$ cat config.mk
export PLATFORM = sky130hd
export DESIGN_NAME = fft_uart_packetizer
export DESIGN_NICKNAME = d
export VERILOG_FILES = /design/src/rtl/fft_uart_packetizer.sv
export SDC_FILE = /design/constraint.sdc
export NUM_CORES = 1
export LEC_CHECK = 0
export BUFFER_PORTS_ARGS = -buffer_cell sky130_fd_sc_hd__buf_4
export CAP_MARGIN = 20
export CORE_MARGIN = 2
export CORE_UTILIZATION = 45
export CTS_BUF_LIST = sky130_fd_sc_hd__clkbuf_4 sky130_fd_sc_hd__clkbuf_8
export DETAILED_ROUTE_END_ITERATION = 6
export PLACE_DENSITY = 0.74
export SLEW_MARGIN = 5
export SYNTH_ARGS = -nofsm -noshare
export SYNTH_HDL_FRONTEND = slang
export SYNTH_SLANG_ARGS = --single-unit
$ cat constraint.sdc
create_clock -name i_Clock -period 9.3 [get_ports i_Clock]
set_input_delay 0 -clock i_Clock [delete_from_list [all_inputs] [get_ports i_Clock]]
set_output_delay 0 -clock i_Clock [all_outputs]
set_load 0.01 [all_outputs]
$ cat src/rtl/fft_uart_packetizer.sv
// Frame packetizer for uart_tx: header, FFT words MSB-first, XOR checksum.
// One byte per o_Tx_DV pulse, paced by uart_tx's done strobe.
module fft_uart_packetizer #(
    parameter int         NUM_WORDS   = 8,
    parameter int         WORD_BITS   = 16,
    parameter logic [7:0] HEADER_BYTE = 8'hA5
) (
    input  logic                           i_Clock,
    input  logic                           i_Rst_n,
    input  logic                           i_Frame_DV,
    input  logic [NUM_WORDS*WORD_BITS-1:0] i_Frame_Data,
    output logic                           o_Ready,
    output logic                           o_Tx_DV,
    output logic [7:0]                     o_Tx_Data,
    input  logic                           i_Tx_Done,
    output logic                           o_Frame_Done,
    output logic                           o_Overrun
);

    localparam int FRAME_BITS = NUM_WORDS * WORD_BITS;
    localparam int BPW        = WORD_BITS / 8;
    localparam int DATA_BYTES = NUM_WORDS * BPW;
    localparam int TOTAL      = DATA_BYTES + 2;
    localparam int CW         = $clog2(TOTAL);
    localparam logic [CW-1:0] LAST = CW'(TOTAL - 1);

    typedef enum logic [1:0] {
        IDLE,
        ISSUE,
        WAIT_DONE,
        FINISH
    } state_t;

    state_t                state;
    logic [FRAME_BITS-1:0] frame_buf;
    logic [CW-1:0]         byte_cnt;
    logic [CW-1:0]         nxt_cnt;
    logic [7:0]            checksum;
    logic [7:0]            nxt_byte;
    int                    data_idx;
    int                    bit_off;

    // Byte to present after the current one; index 0 is the header.
    always_comb begin
        nxt_cnt  = byte_cnt + 1'b1;
        data_idx = int'(nxt_cnt) - 1;
        bit_off  = 0;
        if (data_idx >= 0 && data_idx < DATA_BYTES)
            bit_off = (data_idx / BPW) * WORD_BITS
                    + (BPW - 1 - (data_idx % BPW)) * 8;
        if (nxt_cnt == LAST)
            nxt_byte = checksum;
        else
            nxt_byte = frame_buf[bit_off +: 8];
    end

    assign o_Ready = (state == IDLE);

    always_ff @(posedge i_Clock or negedge i_Rst_n) begin
        if (!i_Rst_n) begin
            state        <= IDLE;
            frame_buf    <= '0;
            byte_cnt     <= '0;
            checksum     <= '0;
            o_Tx_DV      <= 1'b0;
            o_Tx_Data    <= 8'h00;
            o_Frame_Done <= 1'b0;
            o_Overrun    <= 1'b0;
        end else begin
            o_Overrun    <= i_Frame_DV && (state != IDLE);
            o_Tx_DV      <= 1'b0;
            o_Frame_Done <= 1'b0;
            unique case (state)
                IDLE: begin
                    if (i_Frame_DV) begin
                        frame_buf <= i_Frame_Data;
                        byte_cnt  <= '0;
                        checksum  <= '0;
                        o_Tx_Data <= HEADER_BYTE;
                        o_Tx_DV   <= 1'b1;
                        state     <= ISSUE;
                    end
                end
                ISSUE: begin
                    if (byte_cnt != '0 && byte_cnt != LAST)
                        checksum <= checksum ^ o_Tx_Data;
                    state <= WAIT_DONE;
                end
                WAIT_DONE: begin
                    if (i_Tx_Done) begin
                        if (byte_cnt == LAST) begin
                            o_Frame_Done <= 1'b1;
                            state        <= FINISH;
                        end else begin
                            byte_cnt  <= nxt_cnt;
                            o_Tx_Data <= nxt_byte;
                            o_Tx_DV   <= 1'b1;
                            state     <= ISSUE;
                        end
                    end
                end
                FINISH: state <= IDLE;
                default: state <= IDLE;
            endcase
        end
    end

endmodule

### Word level (Yosys, flattened, before mapping)

Index checks and enable logic that the tools add are counted.

| word-level totals | value |
|---|---|
| register bits | 154 |
| input port bits | 132 |
| output and inout port bits | 12 |
| word-level logic and storage cells | 64 |

| operators by class | value |
|---|---|
| $add $sub $neg | 5 |
| magnitude comparators | 2 |
| equal/unequal tests | 10 |
| shift-type cells | 1 |
| mux-type cells | 24 |
| bitwise gates (word level) | 2 |
| reduce and logical (&&, ||, !) cells | 12 |

Operator list:

| kind | count |
|---|---|
| variable part select 128 x 32 -> 8 bit | 1 |
| two-way mux 8 bit | 6 |
| adder 32 x 6 -> 32 bit | 1 |
| two-way mux 32 bit | 1 |
| case mux 8 bit (2 select lines) | 2 |
| adder 28 x 1 -> 28 bit | 1 |
| two-way mux 5 bit | 3 |
| == test 5 bit (second input constant) | 2 |
| case mux 5 bit (2 select lines) | 1 |
| != test 2 bit (second input constant) | 4 |
| case mux 2 bit (4 select lines) | 1 |
| bitwise XOR 8 bit | 1 |
| >= comparator 6 x 1 -> 1 bit (second input constant) | 1 |
| < comparator 6 bit (second input constant) | 1 |
| two-way mux 1 bit | 6 |
| two-way mux 2 bit | 3 |
| nonzero test 2 bit | 3 |
| subtractor 5 x 1 -> 6 bit (second input constant) | 1 |
| adder 5 x 1 -> 5 bit (second input constant) | 1 |
| != test 5 bit (second input constant) | 1 |
| nonzero test 5 bit | 1 |
| == test 2 bit (second input constant) | 2 |
| AND reduction 2 bit | 2 |
| AND reduction 4 bit | 1 |
| 7 further kinds | 9 |

### Depth between registers and ports, before layout

Gate-level depths: netlist of the first run.

| depth | value |
|---|---|
| depth after elaboration | 11 |
| mapped depth | 14 |
| mapped depth without buffers | 12 |

### Worst setup path after synthesis of the first run

OpenSTA, ideal clock, no wires.

| timing path | value |
|---|---|
| path kind | flip-flop to flip-flop |
| from | register byte_cnt[0] |
| to | register o_Tx_Data[1] |
| library setup time | 0.131 ns |
| data arrival time | 2.879 ns |
| required time | 9.169 ns |
| slack | 6.289 ns |
| stages on the path, launching flop included | 11 |
| buffers on the path | 1 |
| period minus slack after synthesis | 3.011 ns |
| path through | dfrtp_1 > buf_4 > inv_1 > ha_1 > or3_1 > a21oi_1 > a2111oi_4 > mux4_2 > o32ai_1 > a211oi_1 > or3_1 |

| between the ends | value |
|---|---|
| longest elaborated chain between the ends | 11 |
| elaborated cells between the ends (all ways) | 19 |
| those cells by class | add/sub (5); order compare (2); eq/ne (3); shift (1); mux (5); bitwise (1); reduce/logical (2) |

RTL lines:

| item | line | text |
|---|---|---|
| from (decl) | 36 | `logic [CW-1:0] byte_cnt;` |
| from (signal assigned) | 95 | `byte_cnt <= nxt_cnt;` |
| adder 5 x 1 -> 5 bit | 45 | `nxt_cnt = byte_cnt + 1'b1;` |
| subtractor 5 x 1 -> 6 bit | 46 | `data_idx = int'(nxt_cnt) - 1;` |
| AND 1 bit (no source line) | n/a |  |
| adder 28 x 1 -> 28 bit (no source line) or subtractor 2 x 2 -> 3 bit (tied branches) | n/a |  |
| adder 32 x 6 -> 32 bit | 50 | `+ (BPW - 1 - (data_idx % BPW)) * 8;` |
| two-way mux 32 bit | 48 | `if (data_idx >= 0 && data_idx < DATA_BYTES)` |
| variable part select 128 x 32 -> 8 bit | 54 | `nxt_byte = frame_buf[bit_off +: 8];` |
| two-way mux 8 bit | 51 | `if (nxt_cnt == LAST)` |
| two-way mux 8 bit | 91 | `if (byte_cnt == LAST) begin` |
| two-way mux 8 bit | 90 | `if (i_Tx_Done) begin` |
| case mux 8 bit (2 select lines) | 73 | `unique case (state)` |
| to (signal assigned) | 96 | `o_Tx_Data <= nxt_byte;` |
| to (decl) | 14 | `output logic [7:0] o_Tx_Data,` |

Several ways; a longest one is shown, not always the timed one. The select of a mux whose other input is x is not followed.
A chain may end at the register's enable or synchronous reset.

### Worst setup path in the final report of the first run

Same ends and word-level chain as after synthesis.

==> results.sh, run 1 <==
export IMPL_syn_area_um2=7540
export IMPL_slew_violations=0
export IMPL_status="completed"
export IMPL_crit_required_ps=9640
export IMPL_fmax_mhz=252
export IMPL_place_hpwl_um=13400
export IMPL_dp_cells=1195
export IMPL_p_leak_nw=5.29
export IMPL_finalNonFillerCells=1360
export IMPL_h_tree_depth=4
export IMPL_worstMarginPinSlew_ps=1100
export IMPL_antenna_found_initial=2
export IMPL_syn_area_per_cell_um2=8.57
export IMPL_syn_nets=1017
export IMPL_synth_edff_count=0
export IMPL_setup_slack_ps=5330
export IMPL_p_per_area_nw_per_um2=289
export IMPL_vias=7037
export IMPL_place_area_um2=8710
export IMPL_first_global_vias=7061
export IMPL_grt_total_usage_pct=26.0
export IMPL_relSlewSlack_pct=26.2
export IMPL_fin_crit_sh_pct=42.6
export IMPL_dieHeight_um=133
export IMPL_cts_setup_buffers=0
export IMPL_start_util_pct=45.8
export IMPL_finClkSkew_ps=12.8
export IMPL_cts_sinks=154
export IMPL_fin_crit_ps=3970
export IMPL_pin_count=144
export IMPL_place_port_buffers=143
export IMPL_finalHoldViolCount=0
export IMPL_syn_instance_count=880
export IMPL_initialDrtViolationCount=635
export IMPL_nFillCells=1322
export IMPL_min_path_type="input pin to async pin"
export IMPL_first_pass_iters=5
export IMPL_die_w_um=133
export IMPL_place_congestion=0.805
export IMPL_layout_nets=1262
export IMPL_cts_resized_gates=0
export IMPL_power_mw=3.02
export IMPL_cts_buffers_inserted=17
export IMPL_synth_distinct_cells=48
export IMPL_synth_main_ff_cell="dfrtp_1"
export IMPL_finalSetupViolations=0
export IMPL_core_um2=16500
export IMPL_fin_tns_setup_ps=0
export IMPL_worstSetupPathType="register to register"
export IMPL_finish_instance_area_um2=10400
export IMPL_path_max_fanout=20
export IMPL_clk_latency_ps=460
export IMPL_wl_um=22200
export IMPL_ys_seq_elements=154
export IMPL_drc=0
export IMPL_rsz0062_at_grt="false"
export IMPL_ir_drop_v=0.000131
export IMPL_die_area_um2=17800
export IMPL_dp_worst_setup_slack_ps=5430
export IMPL_path_clk_slew_ps=90
export IMPL_drive_gt1_share_pct=17.6
export IMPL_postRouteAntennaNets=0
export IMPL_cp_data_arrival_time_ps=4300
export IMPL_cts_tree="built"
export IMPL_rows=47
export IMPL_hold_buffers=131
export IMPL_cts_path_max_buffers=2
export IMPL_grt_overflow_total=0
export IMPL_area_growth_pct=38.5
export IMPL_via_per_inst=5.17
export IMPL_grt_max_degree=97
export IMPL_cp_end_kind="register"
export IMPL_drv_cap=0
export IMPL_async_flop_share_pct=100
export IMPL_cts_root_buf="clkbuf_8"
export IMPL_worst_setup_path_start_kind="register"
export IMPL_ys_warn_count=0
export IMPL_yosysSeqAreaShare_pct=51.1
export IMPL_routedWlPerCell_um=16.3
export IMPL_grt_first_pass_wirelength_um=36100
-- flip-flops by register name, indices dropped and copies added, names as in the netlist --
register      flops
o_Tx_Data         8
state             2
o_Frame_Done      1
o_Overrun         1
byte_cnt          5
checksum          8
o_Tx_DV           1
frame_buf       128
-- metrics by stage --
step | utilization, % | hold slack [ps]
after floorplan | - | -296
after global placement | 52.9 | 159
after detailed placement | 52.9 | 159
after CTS | 63.4 | 230
after global routing | 63.4 | 259
final | 63.4 | 189
-- power breakdown --
group          total, mW  switching (mW)  internal (mW)
sequential          1.18           0.208          0.975
combinational       1.29           0.749          0.545
clock              0.542           0.265          0.278
-- critical path, stage by stage, from the launching register on --
cell	delay (ps)
dfrtp_1	750
inv_1	200
ha_1	500
or3_1	150
a21oi_1	110
a2111oi_4	710
buf_4	360
mux4_2	330
o32ai_1	270
a211oi_1	70
or3_1	390
-- cells by family after synthesis --
logic type,count (synthesis),synth area share (%)
AOI/OAI and AO/OA,78,7.58
xor gates and xnor gates,13,1.76
adders and majority gates,5,0.830
buffers and inverters,59,3.45
DFF,154,51.1
muxes,43,7.38
and+or+nand+nor,528,27.9
-- per-layer routing --
metal	up-vias	track usage, %	wire [um]
met3	57	4.45	1240
li1	3353	-	-
met4	0	10.9	680
met1	3365	35.6	9490
met2	262	41.4	10800
met5	-	0	0
-- final cells by class --
class                   count  area, um^2  share of cell area, %
well taps                 220         275                   2.64
repair buffers            280        2430                   23.3
clock inverters            13         168                   1.61
clock buffers              19         255                   2.44
multi-input cells         667        3440                   32.9
diodes                      2        5.00                 0.0479
flip-flops and latches    154        3850                   36.9
inverters                   5        18.8                  0.180
-- cell usage in the layout (no fill, tap or decap), types with 6 or more instances in the layout --
cell type / count
a211oi_1: 9
a21oi_1: 15
a31oi_1: 7
and3_1: 10
buf_4: 148
clkbuf_8: 18
dfrtp_1: 154
dlygate4sd3_1: 131
mux2i_1: 32
mux4_2: 10
nand2_1: 445
nand3_1: 17
nor2_1: 23
nor3_1: 9
o211ai_1: 6
o21ai_0: 10
o221ai_1: 7
xor2_1: 9
-- worst paths after layout --
kind,from,end,slack (ps),depth (start not counted)
max,byte_cnt[0]$_DFFE_PN0P_,o_Tx_Data[1]$_DFFE_PN0P_,5330,10
min reg2reg,frame_buf[97]$_DFFE_PN0P_,frame_buf[97]$_DFFE_PN0P_,480,2
max in group asynchronous,i_Rst_n,frame_buf[37]$_DFFE_PN0P_,7750,3
max reg2reg,byte_cnt[0]$_DFFE_PN0P_,o_Tx_Data[1]$_DFFE_PN0P_,5330,10
min in group i_Clock,i_Frame_Data[11],frame_buf[11]$_DFFE_PN0P_,260,4
min,i_Rst_n,o_Overrun$_DFF_PN0_,190,2
-- Yosys cell counts, types with 2 or more instances --
| cell type | count | area share, % |
|---|---|---|
| nand2_1 | 446 | 22 |
| dfrtp_1 | 154 | 51 |
| clkbuf_1 | 37 | 1.8 |
| mux2i_1 | 32 | 4.2 |
| nor2_1 | 23 | 1.1 |
| nand3_1 | 17 | 1.1 |
| a21oi_1 | 15 | 1.0 |
| and3_1 | 10 | 0.83 |
| mux4_2 | 10 | 3.0 |
| o21ai_0 | 10 | 0.66 |
| a211oi_1 | 9 | 0.90 |
| nor3_1 | 9 | 0.60 |
| xor2_1 | 9 | 1.0 |
| a31oi_1 | 7 | 0.58 |
| o221ai_1 | 7 | 0.81 |
| buf_1 | 6 | 0.30 |
| o211ai_1 | 6 | 0.60 |
| and2_1 | 5 | 0.41 |
| buf_4 | 5 | 0.50 |
| ha_1 | 5 | 0.83 |
| inv_1 | 5 | 0.25 |
| nand2b_1 | 5 | 0.41 |
| o2bb2ai_1 | 5 | 0.58 |
| buf_2 | 4 | 0.27 |
| nand4_1 | 4 | 0.33 |
| nor2b_1 | 4 | 0.33 |
| o31ai_1 | 3 | 0.30 |
| xnor2_1 | 3 | 0.35 |
| a21o_1 | 2 | 0.20 |
| buf_6 | 2 | 0.30 |
| o32a_1 | 2 | 0.27 |
| o32ai_1 | 2 | 0.23 |
| or3_1 | 2 | 0.17 |
Power figures use the tool's default switching activity.
==> run 2: changes to the inputs <==
--- a/config.mk
+++ b/config.mk
@@ -5,6 +5,7 @@
 export SDC_FILE = /design/constraint.sdc
 export NUM_CORES = 1
 export LEC_CHECK = 0
+export ABC_AREA = 1
 export BUFFER_PORTS_ARGS = -buffer_cell sky130_fd_sc_hd__buf_4
 export CAP_MARGIN = 20
 export CORE_MARGIN = 2
==> constraint.sdc (replaced) <==
create_clock -name i_Clock -period 3.8 [get_ports i_Clock]
set_input_delay 0 -clock i_Clock [delete_from_list [all_inputs] [get_ports i_Clock]]
set_output_delay 0 -clock i_Clock [all_outputs]
set_load 0.01 [all_outputs]
==> results.sh, run 2 <==
export IMPL_cts_tree="built"
export IMPL_worst_setup_path_start_kind="register"
export IMPL_cts_sinks=154
export IMPL_grt_first_pass_wirelength_um=37600
export IMPL_p_seq_share_pct=36.2
export IMPL_cpMostUsedCell="nand2_1"
export IMPL_rsz0062_at_grt="false"
export IMPL_cts_path_max_buffers=2
export IMPL_fin_crit_sh_pct=80.7
export IMPL_worstMarginPinSlew_ps=887
export IMPL_fin_tns_setup_ps=0
export IMPL_cts_resized_gates=0
export IMPL_drv_cap=0
export IMPL_slowest_delay_ps=500
export IMPL_crit_slowest_cell="dfrtp_1"
export IMPL_cp_end_kind="register"
export IMPL_ys_warn_count=0
export IMPL_yosysMostFrequentCell="nand2_1"
export IMPL_cts_root_buf="clkbuf_8"
export IMPL_largest_reg_flops=128
export IMPL_place_congestion=0.890
export IMPL_cp_num_buf_inv=5
export IMPL_drive_gt1_share_pct=16.5
export IMPL_synth_distinct_cells=35
export IMPL_layout_nets=1441
export IMPL_synth_edff_count=0
export IMPL_status="completed"
export IMPL_rr_endpoint="o_Tx_Data[4]$_DFFE_PN0P_"
export IMPL_routedWlPerCell_um=14.8
export IMPL_fin_crit_ps=3060
export IMPL_synth_main_ff_cell="dfrtp_1"
export IMPL_vias=7658
export IMPL_ir_drop_v=0.000392
export IMPL_core_um2=17200
export IMPL_clk_latency_ps=450
export IMPL_via_per_inst=4.97
export IMPL_initialDrtViolationCount=580
export IMPL_worstSetupPathType="register to register"
export IMPL_async_flop_share_pct=100
export IMPL_dp_cells=1379
export IMPL_grt_overflow_total=0
export IMPL_finalNonFillerCells=1542
export IMPL_hold_buffers=131
export IMPL_fmax_mhz=326
export IMPL_first_global_vias=7685
export IMPL_syn_area_um2=7900
export IMPL_yosysSeqAreaShare_pct=48.8
export IMPL_p_per_area_nw_per_um2=701
export IMPL_n_antenna_cell=0
export IMPL_relSlewSlack_pct=40.9
export IMPL_place_port_buffers=143
export IMPL_cp_top_family="simple AND/OR/NAND/NOR gates"
export IMPL_dieHeight_um=136
export IMPL_finalSetupViolations=0
export IMPL_ys_seq_elements=154
export IMPL_cts_buffers_inserted=17
export IMPL_syn_nets=1196
export IMPL_die_w_um=136
export IMPL_pin_count=144
export IMPL_layout_cells_most_common="nand2_1"
export IMPL_ff2ff_path_depth=17
export IMPL_swShare_pct=41.8
export IMPL_wl_um=22900
export IMPL_synth_area_top_cells="dfrtp_1 49%, nand2_1 21%, o21ai_0 5.9%, inv_1 5.7%, nand3_1 5.5%"
export IMPL_finClkSkew_ps=9.96
export IMPL_die_area_um2=18600
export IMPL_path_max_fanout=13
export IMPL_cp_data_arrival_time_ps=3410
export IMPL_nFillCells=1417
export IMPL_clockPowerShare_pct=18.6
export IMPL_p_leak_nw=5.65
export IMPL_final_cell_mix="445 x nand2_1, 154 x dfrtp_1, 149 x buf_4"
export IMPL_syn_instance_count=1059
export IMPL_top_register="frame_buf"
export IMPL_start_util_pct=45.8
export IMPL_crit_path_cell_trace="inv_1, buf_4, ha_1, inv_1, nand2_1, inv_2, nand2_4, nor3_1, ha_1, nand3b_4, nand3_2, a21oi_4, inv_4, nand3_1, nand3_1, nand2_1, nand2_1"
export IMPL_finalHoldViolCount=0
export IMPL_drc=0
export IMPL_p_comb_share_pct=45.2
export IMPL_crit_required_ps=4150
export IMPL_place_hpwl_um=14200
export IMPL_area_growth_pct=36.7
export IMPL_synth_top_cell_by_area="dfrtp_1"
export IMPL_reg2reg_slack_ps=740
export IMPL_h_tree_depth=4
export IMPL_largestRegisters="frame_buf x128, checksum x8, o_Tx_Data x8"
export IMPL_p_sw_mw=3.17
export IMPL_rows=48
export IMPL_timing_rr_start="byte_cnt[0]$_DFFE_PN0P_"
export IMPL_min_path_type="input pin to async pin"
export IMPL_synth_top_area_share_pct=48.8
export IMPL_cts_setup_buffers=0
export IMPL_grt_total_usage_pct=26.0
export IMPL_first_pass_iters=5
export IMPL_internal_power_mw=4.40
export IMPL_postRouteAntennaNets=0
export IMPL_slew_violations=0
export IMPL_antenna_found_initial=0
export IMPL_synthTopCellsByCount="446 x nand2_1, 154 x dfrtp_1, 119 x inv_1"
export IMPL_syn_area_per_cell_um2=7.46
export IMPL_path_clk_slew_ps=90
export IMPL_grt_max_degree=99
## run 2: cell count changes after synthesis, sizes merged, moves of 9 or more
| cell | delta |
|---|---|
| xor2 | -10 |
| buf | +19 |
| nor2 | -9 |
| nand3b | +11 |
| mux2i | -32 |
| mux4 | -10 |
| nand3 | +72 |
| o21ai | +90 |
| inv | +124 |
| nand2 | +10 |
| a211oi | -9 |
| clkbuf | -16 |
## run 2: worst max path at each step
stage,from,to,slack (ps),cells past startpoint
3_3_place_gp,byte_cnt[0]$_DFFE_PN0P_,o_Tx_Data[1]$_DFFE_PN0P_,900,17
4_1_cts,byte_cnt[0]$_DFFE_PN0P_,o_Tx_Data[4]$_DFFE_PN0P_,760,17
6_report,byte_cnt[0]$_DFFE_PN0P_,o_Tx_Data[4]$_DFFE_PN0P_,740,17
2_1_floorplan,byte_cnt[0]$_DFFE_PN0P_,o_Tx_Data[1]$_DFFE_PN0P_,880,18
5_1_grt,byte_cnt[0]$_DFFE_PN0P_,o_Tx_Data[4]$_DFFE_PN0P_,460,17
3_5_place_dp,byte_cnt[0]$_DFFE_PN0P_,o_Tx_Data[4]$_DFFE_PN0P_,780,17
## run 2: power groups by stage
stage                     Clock [mW]  Combinational, mW  Sequential (mW)
after global routing            1.51               3.88             2.81
after floorplan                    0               2.48             2.66
final                           1.41               3.42             2.74
after global placement             0               3.21             2.74
after CTS                       1.42               3.41             2.73
after detailed placement           0               3.28             2.76
## run 2: cell families (layout without fill, tap and decap cells)
family	after synthesis	count (layout)	share of synthesized area (%)
adders and majority gates	5	5	0.792
and+or+nand+nor	586	586	31.6
AOI/OAI and AO/OA	127	127	8.40
buffers and inverters	187	445	10.4
DFF	154	154	48.8
## run 2: stage by stage
stage	total power [mW]	instance area [um^2]	hold WS (ps)	util (%)	setup slack [ps]
after CTS	7.56	10800	142	62.6	762
after floorplan	5.13	7900	-296	-	877
after global placement	5.95	9030	77.8	52.4	900
after detailed placement	6.04	9030	77.5	52.4	784
after global routing	8.20	10800	162	62.6	463
final	7.57	10800	119	62.6	735
## run 2: layout make-up
class / instances / area (um^2) / share of cell area [%]
multi-input cells: 718 / 3230 / 30.0
clock buffers: 21 / 283 / 2.62
clock inverters: 11 / 166 / 1.54
repair buffers: 283 / 2480 / 23.0
inverters: 130 / 493 / 4.57
well taps: 225 / 282 / 2.61
flip-flops and latches: 154 / 3850 / 35.7
## run 2: routing by layer
| layer | track usage, % | part of all wire, % |
|---|---|---|
| met1 | 33.7 | 44 |
| met4 | 8.56 | 2.2 |
| met5 | 0 | 0 |
| met2 | 43.9 | 49 |
| met3 | 4.77 | 5.0 |
